### config.mk
export PLATFORM = sky130hd
export DESIGN_NAME = radio_tx_timed_player
export DESIGN_NICKNAME = d
export VERILOG_FILES = /design/src/rtl/radio_tx_timed_player.sv
export SDC_FILE = /design/constraint.sdc
export NUM_CORES = 1
export LEC_CHECK = 0
export ABC_AREA = 1
export CORE_ASPECT_RATIO = 2
export CORE_MARGIN = 2
export CORE_UTILIZATION = 48
export CTS_CLUSTER_DIAMETER = 200
export CTS_CLUSTER_SIZE = 10
export DETAILED_ROUTE_END_ITERATION = 7
export PLACE_DENSITY = 0.88
export SETUP_SLACK_MARGIN = 0.2
export SLEW_MARGIN = 15
export SYNTH_ARGS = -nofsm -noshare
export SYNTH_HDL_FRONTEND = slang
export SYNTH_SLANG_ARGS = --single-unit
### constraint.sdc
create_clock -name radio_clk -period 3.6 [get_ports radio_clk]
set_input_delay 0.9 -clock radio_clk [delete_from_list [all_inputs] [get_ports radio_clk]]
set_output_delay 0.9 -clock radio_clk [all_outputs]
set_load 0.005 [all_outputs]
### src/rtl/radio_tx_timed_player.sv
// Timed TX sample player: drains an AXI-Stream of sample packets into the radio DAC strobe port.
// Latency: DAC word and event pulse appear one cycle after the consuming or causing cycle.
// Backpressure: s_axis_tready follows radio_tx_stb while playing, is gated by the start time while waiting, and is always high while flushing.
module radio_tx_timed_player #(
    parameter int ITEM_W = 32,
    parameter int NIPC   = 1
) (
    input  logic                     radio_clk,
    input  logic                     radio_rst_n,
    input  logic [63:0]              radio_time,
    input  logic                     radio_tx_stb,
    output logic [ITEM_W*NIPC-1:0]   radio_tx_data,
    output logic                     tx_running,
    input  logic [ITEM_W*NIPC-1:0]   s_axis_tdata,
    input  logic                     s_axis_tvalid,
    output logic                     s_axis_tready,
    input  logic                     s_axis_tlast,
    input  logic [63:0]              s_axis_ttime,
    input  logic                     s_axis_thas_time,
    input  logic                     s_axis_teob,
    output logic                     err_stb,
    output logic [1:0]               err_code,
    output logic [63:0]              err_time
);

    localparam int W = ITEM_W * NIPC;

    localparam logic [1:0] EV_UNDERRUN = 2'd1;
    localparam logic [1:0] EV_LATE     = 2'd2;
    localparam logic [1:0] EV_EOB_ACK  = 2'd3;

    typedef enum logic [1:0] {
        S_IDLE,
        S_WAIT_TIME,
        S_RUN,
        S_FLUSH
    } state_t;

    state_t         state_q, state_d;
    logic [63:0]    ts_q, ts_d;
    logic [W-1:0]   data_q, data_d;
    logic           running_q;
    logic           err_stb_q;
    logic [1:0]     err_code_q;
    logic [63:0]    err_time_q;
    logic           ev_vld;
    logic [1:0]     ev_code;
    logic           tready;
    logic           eob_word;

    assign eob_word = s_axis_tvalid && s_axis_tlast && s_axis_teob;

    always_comb begin
        state_d = state_q;
        ts_d    = ts_q;
        data_d  = data_q;
        ev_vld  = 1'b0;
        ev_code = 2'd0;
        tready  = 1'b0;
        case (state_q)
            S_IDLE: begin
                if (s_axis_tvalid) begin
                    if (!s_axis_thas_time) begin
                        state_d = S_RUN;
                    end else if (s_axis_ttime > radio_time) begin
                        ts_d    = s_axis_ttime;
                        state_d = S_WAIT_TIME;
                    end else begin
                        ev_vld  = 1'b1;
                        ev_code = EV_LATE;
                        state_d = S_FLUSH;
                    end
                end
            end
            S_WAIT_TIME: begin
                tready = radio_tx_stb && (radio_time == ts_q);
                if (tready) begin
                    data_d = s_axis_tvalid ? s_axis_tdata : '0;
                    // A single-word burst can complete on its very first strobe.
                    if (eob_word) begin
                        ev_vld  = 1'b1;
                        ev_code = EV_EOB_ACK;
                        state_d = S_IDLE;
                    end else begin
                        state_d = S_RUN;
                    end
                end else if (radio_time > ts_q) begin
                    ev_vld  = 1'b1;
                    ev_code = EV_LATE;
                    state_d = S_FLUSH;
                end
            end
            S_RUN: begin
                tready = radio_tx_stb;
                if (radio_tx_stb) begin
                    if (s_axis_tvalid) begin
                        data_d = s_axis_tdata;
                        if (s_axis_tlast && s_axis_teob) begin
                            ev_vld  = 1'b1;
                            ev_code = EV_EOB_ACK;
                            state_d = S_IDLE;
                        end
                    end else begin
                        data_d  = '0;
                        ev_vld  = 1'b1;
                        ev_code = EV_UNDERRUN;
                        state_d = S_FLUSH;
                    end
                end
            end
            S_FLUSH: begin
                tready = 1'b1;
                if (eob_word) begin
                    state_d = S_IDLE;
                end
            end
            default: begin
                state_d = S_IDLE;
            end
        endcase
    end

    always_ff @(posedge radio_clk or negedge radio_rst_n) begin
        if (!radio_rst_n) begin
            state_q    <= S_IDLE;
            ts_q       <= '0;
            data_q     <= '0;
            running_q  <= 1'b0;
            err_stb_q  <= 1'b0;
            err_code_q <= 2'd0;
            err_time_q <= '0;
        end else begin
            state_q    <= state_d;
            ts_q       <= ts_d;
            data_q     <= data_d;
            running_q  <= (state_d == S_RUN);
            err_stb_q  <= ev_vld;
            if (ev_vld) begin
                err_code_q <= ev_code;
                err_time_q <= radio_time;
            end
        end
    end

    assign s_axis_tready = tready;
    assign radio_tx_data = data_q;
    assign tx_running    = running_q;
    assign err_stb       = err_stb_q;
    assign err_code      = err_code_q;
    assign err_time      = err_time_q;

endmodule

==> results of run 1 <==
cell families after synthesis:
group           synth area share
simple gates              0.2518
fa+ha+maj                 0.1550
buf+inv                   0.1186
compound gates           0.07266
flops                     0.4020
worst max-delay path, delay by kind of cell:
family,cells,cell delay (ns)
buffers and inverters,10,1.28
adder cells (fa/ha/maj),1,0.31
AND/OR/NAND/NOR,13,1.34
final timing paths:
kind,endpoint,depth (start not counted)
max,err_time[43],24
min,ts_q[39],1
max reg2reg,err_time[43],24
min reg2reg,ts_q[7],2
max in group asynchronous,radio_tx_data[4],2
min in group radio_clk,ts_q[7],2
flip-flops by register name (all words and copies together) (netlist names):
register / flops
radio_tx_data: 32
err_code: 2
err_stb: 1
state_q: 2
err_time: 64
ts_q: 64
tx_running: 1
report_power, final:
part | switching [W] | internal [W]
combinational | 0.00277 | 0.00289
sequential | 0.000555 | 0.00276
clock | 0.000788 | 0.00108
layer usage:
metal	global-route usage	share of wire
met3	0.08559	0.10
met5	0	0
met2	0.4802	0.48
met1	0.3432	0.37
met4	0.1172	0.054
through the flow:
stage | util | worst slack [ns]
finish | 0.7372 | 0.1013
global route | 0.7372 | -0.002182
CTS | 0.7078 | 0.1960
detailed placement | 0.6561 | -0.7733
global placement | 0.6561 | -0.6625
floorplan | - | 0.3425
cells in the final DEF, fill, tap and decap left out, types with 33 or more instances in the layout:
cell	instances
nand3_1	76
dfrtp_1	166
inv_1	231
ha_1	97
nand4_1	75
a21oi_1	53
o21ai_1	64
clkdlybuf4s50_1	204
nand2_2	33
buf_4	127
nand2_1	343
timing repair:
action | CTS | global route
hold buffers | 0 | 0
buffers inserted | 36 | 8
pin swaps | 71 | 62
endpoints found under the setup margin | 1 | 69
gates cloned | 1 | 7
endpoints found under the hold margin | 0 | 0
gates resized for setup | 128 | 132
final cells by class:
type,count,area [um^2],area share
multi-input cells,872,5647,0.3596
flip-flops and latches,166,4154,0.2645
repair buffers,424,4086,0.2602
inverters,234,878.3,0.05594
clock buffers,21,470.5,0.02996
well taps,273,341.6,0.02175
clock inverters,11,125.1,0.007968
==> metrics, run 1 <==
outcome finished clean; critical path arrival 3.87 ns; count of nets left with antenna violations after detail routing 0; post-synthesis net count 1621; minimum clock period after layout 3.499 ns; number of nets in the layout around 2000; CTS Buffer Depth 2; PD cells between 600 and 700 mW/mm^2; site row count 76; number of design rule violations left after detail routing 0; post-synthesis average cell area 7.792 um^2; type of the worst setup path primary input to flop; antenna cell count 0; most used standard cells in the synthesized netlist nand2_1 (380), inv_1 (232), dfrtp_1 (166), ha_1 (128), nand3_1 (78); detailed placement HPWL around 23000 um; Setup Total Neg Slack 0 ns; cell with the most instances after synthesis nand2_1; class of the tightest hold or removal check primary input to asynchronous set/reset pin; IO Pins 268; period utilization 0.9719; Max transition margin 0.6080; worst path cell trace clkbuf_2 > ha_4 > nand4_1 > buf_4 > buf_4 > buf_4 > buf_4 > buf_4 > buf_4 > buf_4 > inv_1 > nand2_1 > nand2_1 > nand2_2 > nand2_2 > nand2_2 > nand2_2 > nor2_2 > nor2_2 > nand2_4 > nand3_4 > buf_12 > nand2_1 > nand2_1; average wire per cell in the routed design 18.25 um; Hold Slack 0.4409 ns; worst slew pin tran just under 0.6 ns; Post-synth ARST share 1.000; global-route wire length before repair 51380 um; final setup violating endpoints 0; Critical Path Start Type primary input; required time of the critical path 3.97 ns; max-slew violation count 0; Top cell by count, worst path buf_4; Buffers on Ports 267; # placed instances about 1900; vias in the first global route 10610; Unique masters post-synth 33; number of instances in the synthesized netlist 1326; number of antenna violations at the first check in global routing 0; horizontal die dimension roughly 110 um; dominant cells by area after synthesis dfrtp_1 (40%), ha_1 (16%), nand2_1 (14%), inv_1 (8.4%), nand4_1 (4.5%); Worst Clk Skew slightly above 0.009 ns; area of the die 0.02279 mm^2; share of cells above drive strength 1 0.1834; filler cell count 1412; Max Cap Viol 0; clock root buffer clkbuf_16; slowest stage cell, crit path ha_4; Tot Pwr 0.01084 W; largest stage delay on the critical path 0.31 ns; placeable core region 0.02130 mm^2; total iterations of the first detailed-routing run 5; H-tree depth reported by CTS 4; Remaining Overflow, GRT 0; All-Layer GR Usage 0.2877; number of enable-type register cells in the synthesized netlist 0; clock transition at the registers of the reported paths ~0.07 ns; maximum fanout encountered on the critical timing path 7; Hold Violations, Final 0; largest net degree at the start of global routing 60; fraction of synthesized cell area taken by the top area cell type 0.4020; TritonCTS clock tree yes; Die Y-Extent 211.5 um; RSZ-0062 raised after global routing yes; flops & latches, synth 166; leakage power ~8.3 nW; number of standard cells in the layout, taps in and fillers out 2001; area growth from synthesis to final layout 51.97%; top cell type by total area after synthesis dfrtp_1; total number of vias between 10000 and 15000; post-placement cell area 0.01397 mm^2; post-route design area ~0.016 mm^2; iteration-0 DRC count of the detailed router 847; Primary FF master, synth dfrtp_1; later-pin clock latency in the skew report 0.44 ns; initial core utilization 0.4851; post-synthesis instance area 0.01033 mm^2; final WL 36520 um; number of buffers created by CTS 17; Ys Warns 0; Fmax achieved about 290 MHz; peak supply drop between 300 and 400 uV; startpoint of the worst register-to-register path ts_q[21]; Via-to-Cell Ratio 5.517; internal reg-to-reg setup slack 0.24 ns; Worst setup startpoint radio_time[21]; placer's final routability congestion estimate 0.8789; critical path capture point type flop; total clock sinks between 150 and 200; sequential share of the synthesized area 0.4020
(Power assumes the default switching activity.)
==> run 2, diff against run 1 <==
Clock period 3.6 ns to 4.15 ns, I/O delays scaled along.
==> run 2 against run 1 <==
  * Critical path depth down 14
  * Combinational power down 31%
  * Worst setup slack better by 0.089 ns
  * Wire length down 18%
  * Sequential cell count unchanged
  * Final cell count down 2.9%
  * Worst hold slack better by 0.049 ns
  * First-iteration DRC count down 23%
  * Clock skew about the same
  * Power down 22%
  * Largest power group unchanged
==> metrics, run 2 (synthesized netlist as in run 1, its figures left out) <==
required time of the critical path 3.11 ns (-0.86 ns); Util after Layout 0.6884 (-0.04881); H-tree depth reported by CTS 4 (unchanged); IO Pins 268 (unchanged); Die Y-Extent 211.5 um (unchanged); TritonCTS clock tree yes; initial core utilization 0.4851 (unchanged); global-route wire length before repair 47330 um (-7.9%); outcome finished clean; Setup Total Neg Slack 0 ns (unchanged); PD cells 576.3 mW/mm^2 (-17%); clock transition at the registers of the reported paths 0.06 ns (about the same); total clock sinks 166 (unchanged); later-pin clock latency in the skew report 0.44 ns (about the same); area growth from synthesis to final layout 41.91%; most frequent cells in the layout nand2_1 (371), clkdlybuf4s50_1 (241), inv_1 (232), dfrtp_1 (166), ha_1 (122); count of nets left with antenna violations after detail routing 0 (unchanged); leading cell type in the layout, fill and taps excluded nand2_1; clock root buffer clkbuf_16; Max Cap Viol 0 (unchanged); placer's final routability congestion estimate 0.8735 (-0.61%); detailed placement HPWL 21920 um (-4.8%); post-placement cell area 0.01370 mm^2 (-2.0%); Tot Pwr 0.008450 W (-22%); largest net degree at the start of global routing 72 (+20%); max-slew violation count 0 (unchanged); worst slew pin tran 0.6726 ns (+0.08450 ns); All-Layer GR Usage 0.2618 (-0.02585); post-route design area 0.01466 mm^2 (-6.6%); type of the worst setup path primary input to output port; final setup violating endpoints 0 (unchanged); Critical Path Start Type primary input; average wire per cell in the routed design 15.40 um (-16%); class of the tightest hold or removal check flop to flop; Fmax achieved 252.6 MHz; final WL 29910 um (-18%); vias in the first global route 9907 (-6.7%); critical path arrival 2.92 ns (-0.95 ns); Max transition margin 0.5516 (-0.05634); area of the die 0.02279 mm^2 (unchanged); total iterations of the first detailed-routing run 7 (+2); period utilization 0.9540; iteration-0 DRC count of the detailed router 655 (-23%); number of nets in the layout 1952 (-2.9%); number of buffers created by CTS 17 (unchanged); Buffers on Ports 267 (unchanged); RSZ-0062 raised after global routing no; number of design rule violations left after detail routing 0 (unchanged); Via-to-Cell Ratio 5.185 (-6.0%); maximum fanout encountered on the critical timing path 3 (-4); site row count 76 (unchanged); Hold Violations, Final 0 (unchanged); share of cells above drive strength 1 0.1025 (-0.08093); filler cell count 1620 (+15%); number of antenna violations at the first check in global routing 1 (+1); hold-fix buffers at CTS 0 (unchanged); total number of vias 10070 (-8.8%); minimum clock period after layout 3.959 ns; CTS Buffer Depth 2 (unchanged); leakage power 7.884 nW (-4.8%); placeable core region 0.02130 mm^2 (unchanged); Remaining Overflow, GRT 0 (unchanged); critical path capture point type output port; horizontal die dimension 107.7 um (unchanged); Worst Clk Skew 0.009203 ns (+0.000006160 ns); peak supply drop 326.0 uV (-11%)
run 2: changes by cell type in the layout (fill, tap and decap cells not counted), sizes merged:
cell / previous run / this run
buf: 160 / 102
bufinv: 2 / 4
clkbuf: 41 / 22
clkdlybuf4s15: 12 / 0
clkdlybuf4s50: 204 / 241
clkinv: 4 / 3
clkinvlp: 5 / 1
diode: 0 / 1
dlygate4sd2: 21 / 10
dlymetal6s2s: 7 / 14
nand3: 80 / 79
run 2: area by class of cell:
class                      instances  area, um^2  share of cell area
multi-input combinational        871        5132              0.3500
sequential                       166        4154              0.2833
timing repair buffer             367        3523              0.2403
inverter                         234       878.3             0.05990
clock buffer                      22       484.2             0.03302
tap                              273       341.6             0.02330
clock inverter                     8       146.4            0.009984
antenna                            1       2.502           0.0001707
run 2: path summary, 6_finish.rpt:
kind	start	end	slack, ns	depth (start not counted)
max reg2reg	ts_q[45]	err_time[53]	1.02	23
max	radio_time[22]	s_axis_tready	0.19	10
max in group asynchronous	radio_rst_n	err_time[31]	2.64	2
min	ts_q[4]	ts_q[4]	0.49	2
min reg2reg	ts_q[4]	ts_q[4]	0.49	2
min in group asynchronous	radio_rst_n	err_time[41]	0.60	1
run 2: critical path, cell delays in order:
cell	delay [ns]
clkdlybuf4s50_1	0.47
ha_1	0.33
nand4_1	0.15
nor3_2	0.25
nand2_2	0.14
nor2_4	0.11
and3_4	0.18
nand2_1	0.07
nand3_2	0.08
buf_6	0.10
run 2: layer usage:
layer  vias up  share of wire  global-route usage
met3        42          0.085             0.06835
met5         -              0                   0
li1       4918              -                   -
met4         0          0.018             0.07825
met1      4734           0.40              0.3276
met2       376           0.49              0.4409
run 2: power by group:
group / leakage [nW] / switching, W / internal, W
clock network: 0.308 / 0.000653 / 0.00106
logic: 5.47 / 0.00190 / 0.00200
registers: 2.11 / 0.000439 / 0.00239
total: 7.88 / 0.00299 / 0.00546
run 2: timing repair:
item | 4_1_cts | 5_1_grt
endpoints found under the setup margin | 1 | 1
buffers inserted | 16 | 3
resized for setup | 21 | 40
gates cloned | 0 | 0
pin swaps | 23 | 23
run 2: metrics by stage:
stage,instances,hold WS [ns],setup slack [ns]
after CTS,1938,0.4929,0.2001
after floorplan,1326,0.4588,0.6175
after detailed placement,1892,0.4777,-0.4273
final,1942,0.4895,0.1908
after global placement,1892,0.4712,-0.3790
after global routing,1941,0.5044,0.1505
==> run 3, diff against run 2 <==
--- a/config.mk
+++ b/config.mk
@@ -9,3 +9,3 @@
 export CORE_ASPECT_RATIO = 2
-export CORE_MARGIN = 2
+export CORE_MARGIN = 5
 export CORE_UTILIZATION = 48
@@ -14,2 +14,3 @@
 export DETAILED_ROUTE_END_ITERATION = 7
+export MAX_ROUTING_LAYER = met4
 export PLACE_DENSITY = 0.88
--- a/constraint.sdc
+++ b/constraint.sdc
@@ -3,2 +3,2 @@
 set_output_delay 1.0375 -clock radio_clk [all_outputs]
-set_load 0.005 [all_outputs]
+set_load 0.1 [all_outputs]
==> run 3 against run 2 <==
  * Maximum frequency up 1.8%
  * First-iteration DRC count down 0.46%
  * Die area up 8.6%
  * Design area down 3.0%
  * Via count up 0.62%
  * Worst hold slack about the same
  * Global-route usage up 1.1 points
  * Sequential share of layout area up 0.89 points
  * Core utilization down 2.4 points
  * Clock skew up 0.0049 ns
  * Final cell count down 2.5%
  * Largest power group unchanged
  * Highest routed layer unchanged
==> metrics, run 3 (synthesized netlist as in run 1, its figures left out) <==
leading cell type in the layout, fill and taps excluded nand2_1; global routing met3 resource utilization 0.04943 (-0.01892); count of cells along the worst register-to-register path 14 (-39%); final setup violating endpoints 0 (unchanged); IO Pins 268 (unchanged); Endpoint, Worst Hold ts_q[34]; worst path cell trace clkdlybuf4s50_1 > ha_1 > nand2_1 > nor3_4 > nand2_2 > nor2_2 > and3_4 > nand2_2 > nand3_2 > buf_12; TritonCTS clock tree yes; placeable core region 0.02140 mm^2 (+0.45%); Via-to-Cell Ratio 5.352 (+3.2%); placer's final routability congestion estimate 0.9039 (+3.5%); clock root buffer clkbuf_16; filler cell count 1671 (+3.1%); H-tree depth reported by CTS 4 (unchanged); total iterations of the first detailed-routing run 5 (-2); number of design rule violations left after detail routing 0 (unchanged); slowest stage cell, crit path clkdlybuf4s50_1; minimum clock period after layout 3.888 ns (-0.07171 ns); Util after Layout 0.6645 (-0.02388); Worst setup startpoint radio_time[24]; outcome finished clean; Fmax achieved 257.2 MHz (+1.8%); Buffers on Ports 267 (unchanged); Die Y-Extent 217.5 um (+2.8%); busiest layer in global routing met2; met1 Resource Use GR 0.2620 (-0.06566); Hold Violations, Final 0 (unchanged); average wire per cell in the routed design 17.37 um (+13%); critical path capture point type output port; worst slew pin tran 1.090 ns (+0.4171 ns); internal reg-to-reg setup slack 1.26 ns (+0.24 ns); critical path arrival 2.85 ns (-0.07 ns); Max Cap Viol 0 (unchanged); count of nets left with antenna violations after detail routing 0 (unchanged); site row count 76 (unchanged); leakage power 7.617 nW (-3.4%); type of the worst setup path primary input to output port; RSZ-0062 raised after global routing no; initial core utilization 0.4829 (-0.002156); number of antenna violations at the first check in global routing 5 (+4); vias in the first global route 10670 (+7.7%); number of nets in the layout 1897 (-2.8%); iteration-0 DRC count of the detailed router 652 (-0.46%); largest net degree at the start of global routing 82 (+14%); Top cell by count, worst path nand2_2; Hold Slack 0.4899 ns (+0.0004510 ns); worst hold start ts_q[34]; Critical Path Start Type primary input; CTS Buffer Depth 2 (unchanged); startpoint of the worst register-to-register path ts_q[22]; total clock sinks 166 (unchanged); total number of vias 10130 (+0.62%); class of the tightest hold or removal check flop to flop; number of buffer and inverter stages on the critical path 2 (unchanged); M2 GR Usage 0.4799 (+0.03903); most frequent cells in the layout nand2_1 (373), inv_1 (232), clkdlybuf4s50_1 (215), dfrtp_1 (166), ha_1 (118); Hold Path Stages 2 (unchanged); PD cells 820.6 mW/mm^2 (+42%); FF-to-FF End err_time[45]; largest stage delay on the critical path 0.49 ns (+0.02 ns); Remaining Overflow, GRT 0 (unchanged); area of the die 0.02474 mm^2 (+8.6%); detailed placement HPWL 24830 um (+13%); required time of the critical path 3.11 ns (about the same); horizontal die dimension 113.7 um (+5.6%); later-pin clock latency in the skew report 0.45 ns (about the same); clock transition at the registers of the reported paths 0.06 ns (about the same); Max transition margin 0.2713 (-0.2803); instance count on the critical path 10 (unchanged); max-slew violation count 0 (unchanged); global-route wire length before repair 51450 um (+8.7%); Worst Clk Skew 0.01409 ns (+0.004890 ns); area growth from synthesis to final layout 37.60%; share of cells above drive strength 1 0.07740 (-0.02512); maximum fanout encountered on the critical timing path 3 (unchanged); final WL 32880 um (+9.9%); number of buffers created by CTS 17 (unchanged); period utilization 0.9367 (-0.01728); All-Layer GR Usage 0.2733 (+0.01147); Top Family by Delay on Critical Path simple AND/OR/NAND/NOR gates; peak supply drop 894.2 uV (+170%)
run 3: changes by cell type in the layout (fill, tap and decap cells not counted), moves of 6 or more:
cell | previous run | this run
buf_4 | 94 | 39
clkdlybuf4s50_1 | 241 | 215
dlygate4sd2_1 | 10 | 35
nor2_2 | 7 | 13
run 3: per-stage QoR:
stage | TNS (ns) | cells | area, um^2 | total power, W | setup WS [ns]
finish | 0 | 1893 | 14220 | 0.01167 | 0.2625
floorplan | 0 | 1326 | 10340 | 0.008062 | 0.2933
detailed placement | -0.06184 | 1852 | 13420 | 0.009977 | -0.06184
global placement | -0.06118 | 1852 | 13420 | 0.009767 | -0.06118
global route | 0 | 1893 | 14220 | 0.01230 | 0.1928
CTS | 0 | 1888 | 14090 | 0.01165 | 0.2009
run 3: what timing repair did:
action / 4_1_cts / 5_1_grt
pin swaps: 29 / 13
buffers inserted: 4 / 0
cloned: 0 / 0
hold buffers: 0 / 0
endpoints found under the setup margin: 1 / 1
resized for setup: 57 / 26
run 3: how the worst max path moves through the flow:
stage	to	slack (ns)
floorplan	s_axis_tready	0.29
global placement	s_axis_tready	-0.06
detailed placement	s_axis_tready	-0.06
CTS	s_axis_tready	0.20
global route	s_axis_tready	0.19
finish	s_axis_tready	0.26
run 3: layout make-up:
class / instances / area [um^2] / area share
repair buffers: 312 / 3090 / 0.2174
multi-input cells: 871 / 5170 / 0.3636
diodes: 5 / 12.51 / 0.0008800
clock inverters: 11 / 100.1 / 0.007040
inverters: 234 / 878.3 / 0.06178
clock buffers: 21 / 470.5 / 0.03309
flip-flops and latches: 166 / 4154 / 0.2922
well taps: 273 / 341.6 / 0.02403
run 3: report_power, final:
group | internal (W) | leakage, nW | switching, W | total (W)
sequential | 0.00239 | 2.11 | 0.000446 | 0.00284
clock | 0.000871 | 0.268 | 0.000687 | 0.00156
combinational | 0.00195 | 5.24 | 0.00533 | 0.00727
total | 0.00521 | 7.62 | 0.00646 | 0.0117
run 3: worst reg2reg max path, cell delays in order (launching register included):
cell	delay [ns]
dfrtp_1	0.36
inv_1	0.05
ha_1	0.29
nand4_1	0.15
buf_4	0.18
nor3_1	0.29
nand3_1	0.14
nor2_1	0.20
nand4_1	0.12
nand2_1	0.11
inv_2	0.14
nand3_2	0.12
buf_4	0.40
nand2_1	0.17
nand2_1	0.09
run 3: per-layer routing:
layer | wire length, um | vias to the layer above
met5 | 0 | -
met4 | 2492 | 0
met3 | 1584 | 148
met2 | 17460 | 391
met1 | 11340 | 4772
li1 | - | 4821
